## src/rtl/alu_mul_sequencer_pkg.sv

```systemverilog
// Shared EX-stage definitions: ALU op encodings and the multiply sequencer state encoding.
package alu_mul_sequencer_pkg;

  localparam logic [2:0] OP_NOR = 3'b000;
  localparam logic [2:0] OP_AND = 3'b001;
  localparam logic [2:0] OP_OR  = 3'b010;
  localparam logic [2:0] OP_SUB = 3'b011;
  localparam logic [2:0] OP_ADD = 3'b100;

  typedef enum logic [1:0] {
    IDLE = 2'd0,
    RUN  = 2'd1,
    DONE = 2'd2
  } mul_state_e;

endpackage

```

## src/rtl/alu_mul_sequencer_if.sv

```systemverilog
// Bundle between the EX stage and the multiply sequencer: request, ALU borrow path, result.
interface alu_mul_sequencer_if #(
  parameter int WIDTH = 32
);
  logic             start;
  logic [WIDTH-1:0] op_a;
  logic [WIDTH-1:0] op_b;
  logic             flush;
  logic             ready;
  logic             stall;
  logic             alu_own;
  logic [WIDTH-1:0] alu_a;
  logic [WIDTH-1:0] alu_b;
  logic [2:0]       alu_op;
  logic [WIDTH-1:0] alu_out;
  logic             done;
  logic [WIDTH-1:0] result_hi;
  logic [WIDTH-1:0] result_lo;

  modport slave (
    input  start, op_a, op_b, flush, alu_out,
    output ready, stall, alu_own, alu_a, alu_b, alu_op, done, result_hi, result_lo
  );

  modport master (
    output start, op_a, op_b, flush, alu_out,
    input  ready, stall, alu_own, alu_a, alu_b, alu_op, done, result_hi, result_lo
  );
endinterface

```

## src/rtl/alu_mul_sequencer_mul_zero_shift.sv

```systemverilog
// Early-termination helper, only present when MUL_EARLY_TERM_EN is defined: detects that the
// remaining multiplier bits are zero and right-shifts {acc,mpl} by the remaining count.
`ifdef MUL_EARLY_TERM_EN
module mul_zero_shift #(
  parameter int WIDTH = 32,
  parameter int CNT_W = 6
) (
  input  logic [CNT_W-1:0] i_cnt,
  input  logic [WIDTH-1:0] i_acc,
  input  logic [WIDTH-1:0] i_mpl,
  output logic             o_zero,
  output logic [WIDTH-1:0] o_acc,
  output logic [WIDTH-1:0] o_mpl
);
  logic [CNT_W-1:0] w_rem;
  logic [WIDTH-1:0] w_mask;

  assign w_rem  = CNT_W'(WIDTH) - i_cnt;
  // a shift by WIDTH clears every bit, so rem==WIDTH yields an all-ones mask
  assign w_mask = ~({WIDTH{1'b1}} << w_rem);
  assign o_zero = ~|(i_mpl & w_mask);
  assign {o_acc, o_mpl} = {i_acc, i_mpl} >> w_rem;
endmodule
`endif

```

## src/rtl/alu_mul_sequencer.sv

```systemverilog
// Unsigned WIDTHxWIDTH shift-add multiplier that borrows the EX-stage ALU (ADD) once per bit.
// Optional MUL_EARLY_TERM_EN finishes as soon as the remaining multiplier bits are zero.
module alu_mul_sequencer
  import alu_mul_sequencer_pkg::*;
#(
  parameter int WIDTH = 32,
  parameter int CNT_W = 6
) (
  input  logic                clk,
  input  logic                rst_n,
  alu_mul_sequencer_if.slave  bus
);
  mul_state_e       r_state, w_state_nxt;
  logic [WIDTH-1:0] r_mcand, r_acc, r_mpl;
  logic [CNT_W-1:0] r_cnt;
  logic [WIDTH-1:0] r_res_hi, r_res_lo;

  logic             w_carry, w_last, w_fin, w_accept, w_commit;
  logic [WIDTH-1:0] w_it_acc, w_it_mpl, w_acc_nxt, w_mpl_nxt;

  assign w_carry  = bus.alu_out < r_acc;
  assign w_it_acc = {w_carry, bus.alu_out[WIDTH-1:1]};
  assign w_it_mpl = {bus.alu_out[0], r_mpl[WIDTH-1:1]};
  assign w_last   = r_cnt == CNT_W'(WIDTH - 1);
  assign w_accept = (r_state == IDLE) && bus.start && !bus.flush;
  // a flush landing on the DONE cycle suppresses the result entirely
  assign w_commit = (r_state == DONE) && !bus.flush;

`ifdef MUL_EARLY_TERM_EN
  logic             w_zero;
  logic [WIDTH-1:0] w_sh_acc, w_sh_mpl;

  mul_zero_shift #(.WIDTH(WIDTH), .CNT_W(CNT_W)) u_zero_shift (
    .i_cnt  (r_cnt),
    .i_acc  (r_acc),
    .i_mpl  (r_mpl),
    .o_zero (w_zero),
    .o_acc  (w_sh_acc),
    .o_mpl  (w_sh_mpl)
  );

  assign w_acc_nxt = w_zero ? w_sh_acc : w_it_acc;
  assign w_mpl_nxt = w_zero ? w_sh_mpl : w_it_mpl;
  assign w_fin     = w_zero || w_last;
`else
  assign w_acc_nxt = w_it_acc;
  assign w_mpl_nxt = w_it_mpl;
  assign w_fin     = w_last;
`endif

  always_comb begin
    w_state_nxt = r_state;
    case (r_state)
      IDLE:    if (w_accept) w_state_nxt = RUN;
      RUN:     if (bus.flush) w_state_nxt = IDLE;
               else if (w_fin) w_state_nxt = DONE;
      DONE:    w_state_nxt = IDLE;
      default: w_state_nxt = IDLE;
    endcase
  end

  always_ff @(posedge clk or negedge rst_n) begin
    if (!rst_n) r_state <= IDLE;
    else        r_state <= w_state_nxt;
  end

  always_ff @(posedge clk or negedge rst_n) begin
    if (!rst_n) begin
      r_mcand  <= '0;
      r_acc    <= '0;
      r_mpl    <= '0;
      r_cnt    <= '0;
      r_res_hi <= '0;
      r_res_lo <= '0;
    end else begin
      if (w_accept) begin
        r_mcand <= bus.op_a;
        r_acc   <= '0;
        r_mpl   <= bus.op_b;
        r_cnt   <= '0;
      end else if (r_state == RUN && !bus.flush) begin
        r_acc   <= w_acc_nxt;
        r_mpl   <= w_mpl_nxt;
        r_cnt   <= r_cnt + CNT_W'(1);
      end
      if (w_commit) begin
        r_res_hi <= r_acc;
        r_res_lo <= r_mpl;
      end
    end
  end

  always_comb begin
    bus.ready     = r_state == IDLE;
    bus.stall     = (r_state == RUN) || (r_state == DONE);
    bus.alu_own   = r_state == RUN;
    bus.alu_a     = '0;
    bus.alu_b     = '0;
    bus.alu_op    = OP_NOR;
    if (r_state == RUN) begin
      bus.alu_a   = r_acc;
      bus.alu_b   = r_mpl[0] ? r_mcand : '0;
      bus.alu_op  = OP_ADD;
    end
    bus.done      = w_commit;
    // the product is visible in the DONE cycle and held from the registers afterwards
    bus.result_hi = w_commit ? r_acc : r_res_hi;
    bus.result_lo = w_commit ? r_mpl : r_res_lo;
  end

endmodule
```

## src/flat_wrapper.sv

```systemverilog
// flat-port wrapper written by rule: the top's interface ports become plain ports
module alu_mul_sequencer_flat import alu_mul_sequencer_pkg::*;
#(
  parameter int WIDTH = 32,
  parameter int CNT_W = 6
)
  (clk, rst_n, bus_start, bus_op_a, bus_op_b, bus_flush, bus_alu_out, bus_ready, bus_stall, bus_alu_own, bus_alu_a, bus_alu_b, bus_alu_op, bus_done, bus_result_hi, bus_result_lo);
  alu_mul_sequencer_if #(.WIDTH(WIDTH)) bus_i ();
  input  logic clk;
  input  logic rst_n;
  input wire logic [$bits(bus_i.start)-1:0] bus_start;
  input wire logic [$bits(bus_i.op_a)-1:0] bus_op_a;
  input wire logic [$bits(bus_i.op_b)-1:0] bus_op_b;
  input wire logic [$bits(bus_i.flush)-1:0] bus_flush;
  input wire logic [$bits(bus_i.alu_out)-1:0] bus_alu_out;
  output wire logic [$bits(bus_i.ready)-1:0] bus_ready;
  output wire logic [$bits(bus_i.stall)-1:0] bus_stall;
  output wire logic [$bits(bus_i.alu_own)-1:0] bus_alu_own;
  output wire logic [$bits(bus_i.alu_a)-1:0] bus_alu_a;
  output wire logic [$bits(bus_i.alu_b)-1:0] bus_alu_b;
  output wire logic [$bits(bus_i.alu_op)-1:0] bus_alu_op;
  output wire logic [$bits(bus_i.done)-1:0] bus_done;
  output wire logic [$bits(bus_i.result_hi)-1:0] bus_result_hi;
  output wire logic [$bits(bus_i.result_lo)-1:0] bus_result_lo;
  assign bus_i.start = bus_start;
  assign bus_i.op_a = bus_op_a;
  assign bus_i.op_b = bus_op_b;
  assign bus_i.flush = bus_flush;
  assign bus_i.alu_out = bus_alu_out;
  assign bus_ready = bus_i.ready;
  assign bus_stall = bus_i.stall;
  assign bus_alu_own = bus_i.alu_own;
  assign bus_alu_a = bus_i.alu_a;
  assign bus_alu_b = bus_i.alu_b;
  assign bus_alu_op = bus_i.alu_op;
  assign bus_done = bus_i.done;
  assign bus_result_hi = bus_i.result_hi;
  assign bus_result_lo = bus_i.result_lo;
  alu_mul_sequencer #(.WIDTH(WIDTH), .CNT_W(CNT_W)) u_core (.clk(clk), .rst_n(rst_n), .bus(bus_i));
endmodule
```

## config.mk

```make
export PLATFORM = sky130hd
export DESIGN_NAME = alu_mul_sequencer_flat
export DESIGN_NICKNAME = d
export VERILOG_FILES = /design/src/rtl/alu_mul_sequencer_pkg.sv /design/src/rtl/alu_mul_sequencer_if.sv /design/src/rtl/alu_mul_sequencer_mul_zero_shift.sv /design/src/rtl/alu_mul_sequencer.sv /design/src/flat_wrapper.sv
export SDC_FILE = /design/constraint.sdc
export NUM_CORES = 1
export LEC_CHECK = 0
export BUFFER_PORTS_ARGS = -buffer_cell sky130_fd_sc_hd__buf_4
export CAP_MARGIN = 10
export CORE_MARGIN = 2
export CORE_UTILIZATION = 40
export CTS_CLUSTER_SIZE = 20
export DETAILED_ROUTE_END_ITERATION = 8
export SETUP_SLACK_MARGIN = 0.5
export SKIP_CTS_REPAIR_TIMING = 1
export SLEW_MARGIN = 20
export SYNTH_ARGS = -nofsm -noshare
export SYNTH_HDL_FRONTEND = slang
export SYNTH_SLANG_ARGS = --single-unit
```

## constraint.sdc

```tcl
create_clock -name clk -period 4.8 [get_ports clk]
set_input_delay 1.2 -clock clk [delete_from_list [all_inputs] [get_ports clk]]
set_output_delay 1.2 -clock clk [all_outputs]
set_load 0.005 [all_outputs]
```

* Word-level counts from Yosys, hierarchy flattened *
Index checks and enable logic that the tools add are counted.

operators by class
  order comparisons = 1
  mux-type cells = 16
  reductions and logical operators = 9
  $add $sub $neg = 1
  eq/ne operators = 5

operators by type and width
  cell                                           count
  two-way mux 32 bit                             9
  less-than comparator 32 bit                    1
  two-way mux 6 bit                              2
  adder 6 x 1 -> 6 bit, second input constant    1
  == test 6 x 5 -> 1 bit, second input constant  1
  two-way mux 2 bit                              3
  logical AND 1 bit                              4
  one-hot mux 2 bit (2 select lines)             1
  two-way mux 3 bit                              1
  != test 3 x 2 -> 1 bit, second input constant  1
  == test 2 x 1 -> 1 bit, second input constant  1
  == test 2 bit, second input constant           1
  logical NOT 2 bit                              1
  != test 2 x 1 -> 1 bit, second input constant  1
  AND reduction 2 bit                            1
  nonzero test 2 bit                             1
  logical NOT 1 bit                              1
  logical OR 1 bit                               1

word-level totals
  input port bits = 100
  flip-flop bits (word level) = 168
  word-level logic and storage cells = 39
  output and inout port bits = 135

* Logic depth before layout (Yosys ltp) *
  depth in word-level cells = 5
  mapped depth = 9

* Worst setup path after synthesis *
OpenSTA, ideal clock, no wires.

  path kind = input to output
  start point = input bus_flush
  end point = output bus_result_hi[22]
  data arrival time = 2.092 ns
  slack = 1.508 ns
  data required time = 3.600 ns
  cell stages on the path = 4
  cells stage by stage = nor2b_1 buf_2 buf_2 mux2_2

between the ends
  cells in the longest elaborated chain, start to end = 3

ends and longest elaborated chain
  item                RTL line                  RTL
  start: declaration  flat_wrapper.sv:14        input wire logic [$bits(bus_i.flush)-1:0] bus_flush;
  logical NOT 1 bit   alu_mul_sequencer.sv:27   assign w_commit = (r_state == DONE) && !bus.flush;
  logical AND 1 bit   alu_mul_sequencer.sv:27
  named net bus_done  flat_wrapper.sv:22        output wire logic [$bits(bus_i.done)-1:0] bus_done;
  two-way mux 32 bit  alu_mul_sequencer.sv:107  bus.result_hi = w_commit ? r_acc : r_res_hi;
  end: declaration    flat_wrapper.sv:23        output wire logic [$bits(bus_i.result_hi)-1:0] bus_result_hi;

The timed path passes the listed nets, and every way through them passes these cells.

* Final worst setup path *
  start point = input bus_flush
  end point = output bus_result_hi[4]

between the ends
  cells in the longest elaborated chain, start to end = 3

ends and longest elaborated chain
  item                RTL line
  logical NOT 1 bit   alu_mul_sequencer.sv:27
  logical AND 1 bit   alu_mul_sequencer.sv:27
  two-way mux 32 bit  alu_mul_sequencer.sv:107

Every way passes these cells.

==> qor.yml <==
run_status:
  status: "finished clean"
die:
  dieHeight_um: 144.5
  area_enclosed_by_the_die_boundary_sq_um: 20870
  io-pin-count: 235
  number_of_core_rows: 51
  initial_core_util: 0.4069
  die-width_um: 144.5
  design.core.area_sq_um: 19400
routing:
  detail_route.vias_per_cell: 4.870
  postRouteAntennaNets: 0
  totalWireLength_um: 20190
  vias: 6209
  drt_pre_antenna_iters: 4
  drt-wirelength-per-cell_um: 15.84
  drt_first_iter_violations: 268
  drcViolationCount: 0
pwr:
  report.power.total_mw: 6.022
  p_leak_nw: 5.386
  max-vdd-ir-drop_mv: 0.2974
  pwr_density_cell_nw_per_um2: 577.8
timing:
  final_critical_path_setup_slack_ns: 1.184
  slew-limit-headroom: 0.4142
  timing.hold.ws_ns: 0.4693
  max_freq_mhz: 276.5
  setup_viol_count_final: 0
  min_period_ns: 3.616
  grt_setup_unrepaired: "no"
  period_utilisation_layout: 0.7534
  max_slew.worst_pin.slew_ns: 0.8788
  final.setup.tns_ns: 0
  final_hold_violation_count: 0
  timing.final.max_slew_violations: 0
  finalClockSkew_ns: 0.01099
synthesis:
  ys_warn_count: 0
  synth.ff_latch_count: 168
  post_synth_instance_area_sq_um: 7893
  netlist_instances: 788
  asyncSetResetFlopFracSynth: 1.000
  synth_enable_flop_cells: 0
  flip_flop_cell_with_the_highest_count_after_synthesis: "sky130_fd_sc_hd__dfrtp_1"
  mean_cell_area_of_the_mapped_netlist_sq_um: 10.02
  synth.lib_cells_used.distinct: 37
  synth_seq_area_share: 0.5327
critical_path:
  worstPathCellList: "buf_4 -> nor2b_4 -> buf_12 -> mux2_2 -> buf_4"
  crit_required_ns: 3.60
  crit_fanout: 65
  cpMostUsedCell: "sky130_fd_sc_hd__buf_4"
  slowest_stage: "sky130_fd_sc_hd__mux2_2"
  arrival_ns: 2.42
  critical_path.reg2reg.endpoint: "u_core.r_cnt[5]"
  worst_r2r_path_depth: 7
  worstSetupEndpointType: "primary output"
  crit-reg2reg-launch: "u_core.r_state[1]"
  crit_path_max_cell_delay_ns: 0.40
  timing_worst_setup_path_type: "in -> out"
  crit_path_start_kind: "input port"
  regToRegSetupSlack_ns: 2.11
placement:
  dpl_worst_slack_ns: 1.205
  dp.final_hpwl_um: 13710
  numPlacedInstances: 1244
  placement.io_buffers: 232
  place_congestion: 0.7470
  postPlaceCellArea_sq_um: 9851
global_route:
  first_global_vias: 5994
  grt_pass1_wl_um: 32060
  grt_antenna_before_repair: 0
  grt_usage: 0.1967
  globalRouteOverflowTotal: 0
  grt_start_max_net_pins: 91
clocking:
  cts_buffer_depth: 2
  tritoncts: "yes"
  cts_buffers: 17
  cts_root_buffer: "sky130_fd_sc_hd__clkbuf_16"
  clk_latency_ns: 0.42
  cts_num_sinks: 168
  clk_pin_slew_worst_paths_ns: 0.07
  htree_num_levels: 4
worst_hold_path:
  timing.hold.worst.start: "u_core.r_mcand[16]"
  min_delay_path_depth: 2
  hp-class: "reg -> reg"
  hold_end: "u_core.r_mcand[16]"
finish:
  fin_area_sq_um: 10420
  layout.filler_cells: 1818
  final_layout_size_suffix_gt1_frac: 0.3416
  area_delta_synth_final_pct: 32.05
  utilization: 0.5373
  num-nets-final: 1133
  antenna_cells: 0
  final_cell_count_no_fill: 1275
run:
  drv_cap: 0
## cells in the final DEF, fill, tap and decap left out, types with 7 or more instances in the layout
master and instances:
sky130_fd_sc_hd__buf_4 239, sky130_fd_sc_hd__nand2_1 234, sky130_fd_sc_hd__dfrtp_1 168, sky130_fd_sc_hd__mux2_2 64, sky130_fd_sc_hd__a21oi_1 45, sky130_fd_sc_hd__inv_1 37
sky130_fd_sc_hd__ha_1 34, sky130_fd_sc_hd__and3_1 32, sky130_fd_sc_hd__and2_1 32, sky130_fd_sc_hd__a32oi_1 30, sky130_fd_sc_hd__clkbuf_16 17, sky130_fd_sc_hd__nor2_1 10
sky130_fd_sc_hd__nand4_1 8, sky130_fd_sc_hd__o21ai_0 7
## how the worst max path moves through the flow
stage,end,cells after the start,start
3_5_place_dp,bus_result_hi[19],5,bus_flush
3_3_place_gp,bus_result_hi[19],5,bus_flush
6_report,bus_result_hi[4],5,bus_flush
4_1_cts,bus_result_hi[19],5,bus_flush
5_1_grt,bus_alu_a[28],5,u_core.r_state[1]
2_1_floorplan,bus_result_hi[22],4,bus_flush
## kinds of logic (layout without fill, tap and decap cells)
logic type / Yosys count / after routing / synth area share
buf+inv: 89 / 310 / 0.04946
other cells: 1 / 2 / 0.0004751
compound gates: 94 / 94 / 0.07784
xor+xnor: 5 / 5 / 0.005548
fa+ha+maj: 35 / 35 / 0.05549
mux: 65 / 65 / 0.09258
flops: 168 / 168 / 0.5327
simple gates: 331 / 331 / 0.1860
## cells in the mapped netlist (3+ instances only)
master	instances	area, sq um
sky130_fd_sc_hd__clkbuf_1	22	82.58
sky130_fd_sc_hd__and2_1	32	200.2
sky130_fd_sc_hd__a21oi_1	46	230.2
sky130_fd_sc_hd__nand4_1	8	50.05
sky130_fd_sc_hd__inv_1	37	138.9
sky130_fd_sc_hd__mux2_2	64	720.7
sky130_fd_sc_hd__dfrtp_1	168	4204
sky130_fd_sc_hd__buf_4	5	37.54
sky130_fd_sc_hd__and4_1	3	26.28
sky130_fd_sc_hd__nand2_1	234	878.3
sky130_fd_sc_hd__buf_2	24	120.1
sky130_fd_sc_hd__o21ai_0	7	35.03
sky130_fd_sc_hd__a32oi_1	30	262.8
sky130_fd_sc_hd__xor2_1	4	35.03
sky130_fd_sc_hd__nor2_1	10	37.54
sky130_fd_sc_hd__ha_1	35	437.9
sky130_fd_sc_hd__and3_1	32	200.2
## final cells by class
| cell class | count | area (sq um) | share of cell area |
|---|---|---|---|
| multi-input combinational | 532 | 3331 | 0.3196 |
| clock inverter | 14 | 146.4 | 0.01405 |
| clock buffer | 17 | 425.4 | 0.04082 |
| tap | 265 | 331.6 | 0.03181 |
| sequential | 168 | 4204 | 0.4034 |
| inverter | 37 | 138.9 | 0.01333 |
| timing repair buffer | 242 | 1846 | 0.1771 |
## worst max-delay path, delay by kind of cell
kind / cells / cell delay [ns]
and+or+nand+nor: 1 / 0.13
buffers and inverters: 3 / 0.56
muxes: 1 / 0.40
## state kept, by name (all words and copies together) (netlist names)
name             count
u_core.r_res_lo     32
u_core.r_mcand      32
u_core.r_cnt         6
u_core.r_mpl        32
u_core.r_acc        32
u_core.r_state       2
u_core.r_res_hi     32
## power by group
| part | leakage, nW | internal (mW) | switching, mW |
|---|---|---|---|
| sequential | 2.17 | 2.02 | 0.393 |
| combinational | 2.94 | 1.18 | 1.08 |
| clock | 0.276 | 0.727 | 0.612 |
## layer usage
metal / track usage / vias to the layer above / share of wire
met5: 0 / - / 0
met4: 0.05519 / 0 / 0.011
met3: 0.05894 / 14 / 0.067
met2: 0.2846 / 150 / 0.45
met1: 0.2862 / 2992 / 0.47
li1: - / 3053 / -
(Power assumes the default switching activity.)
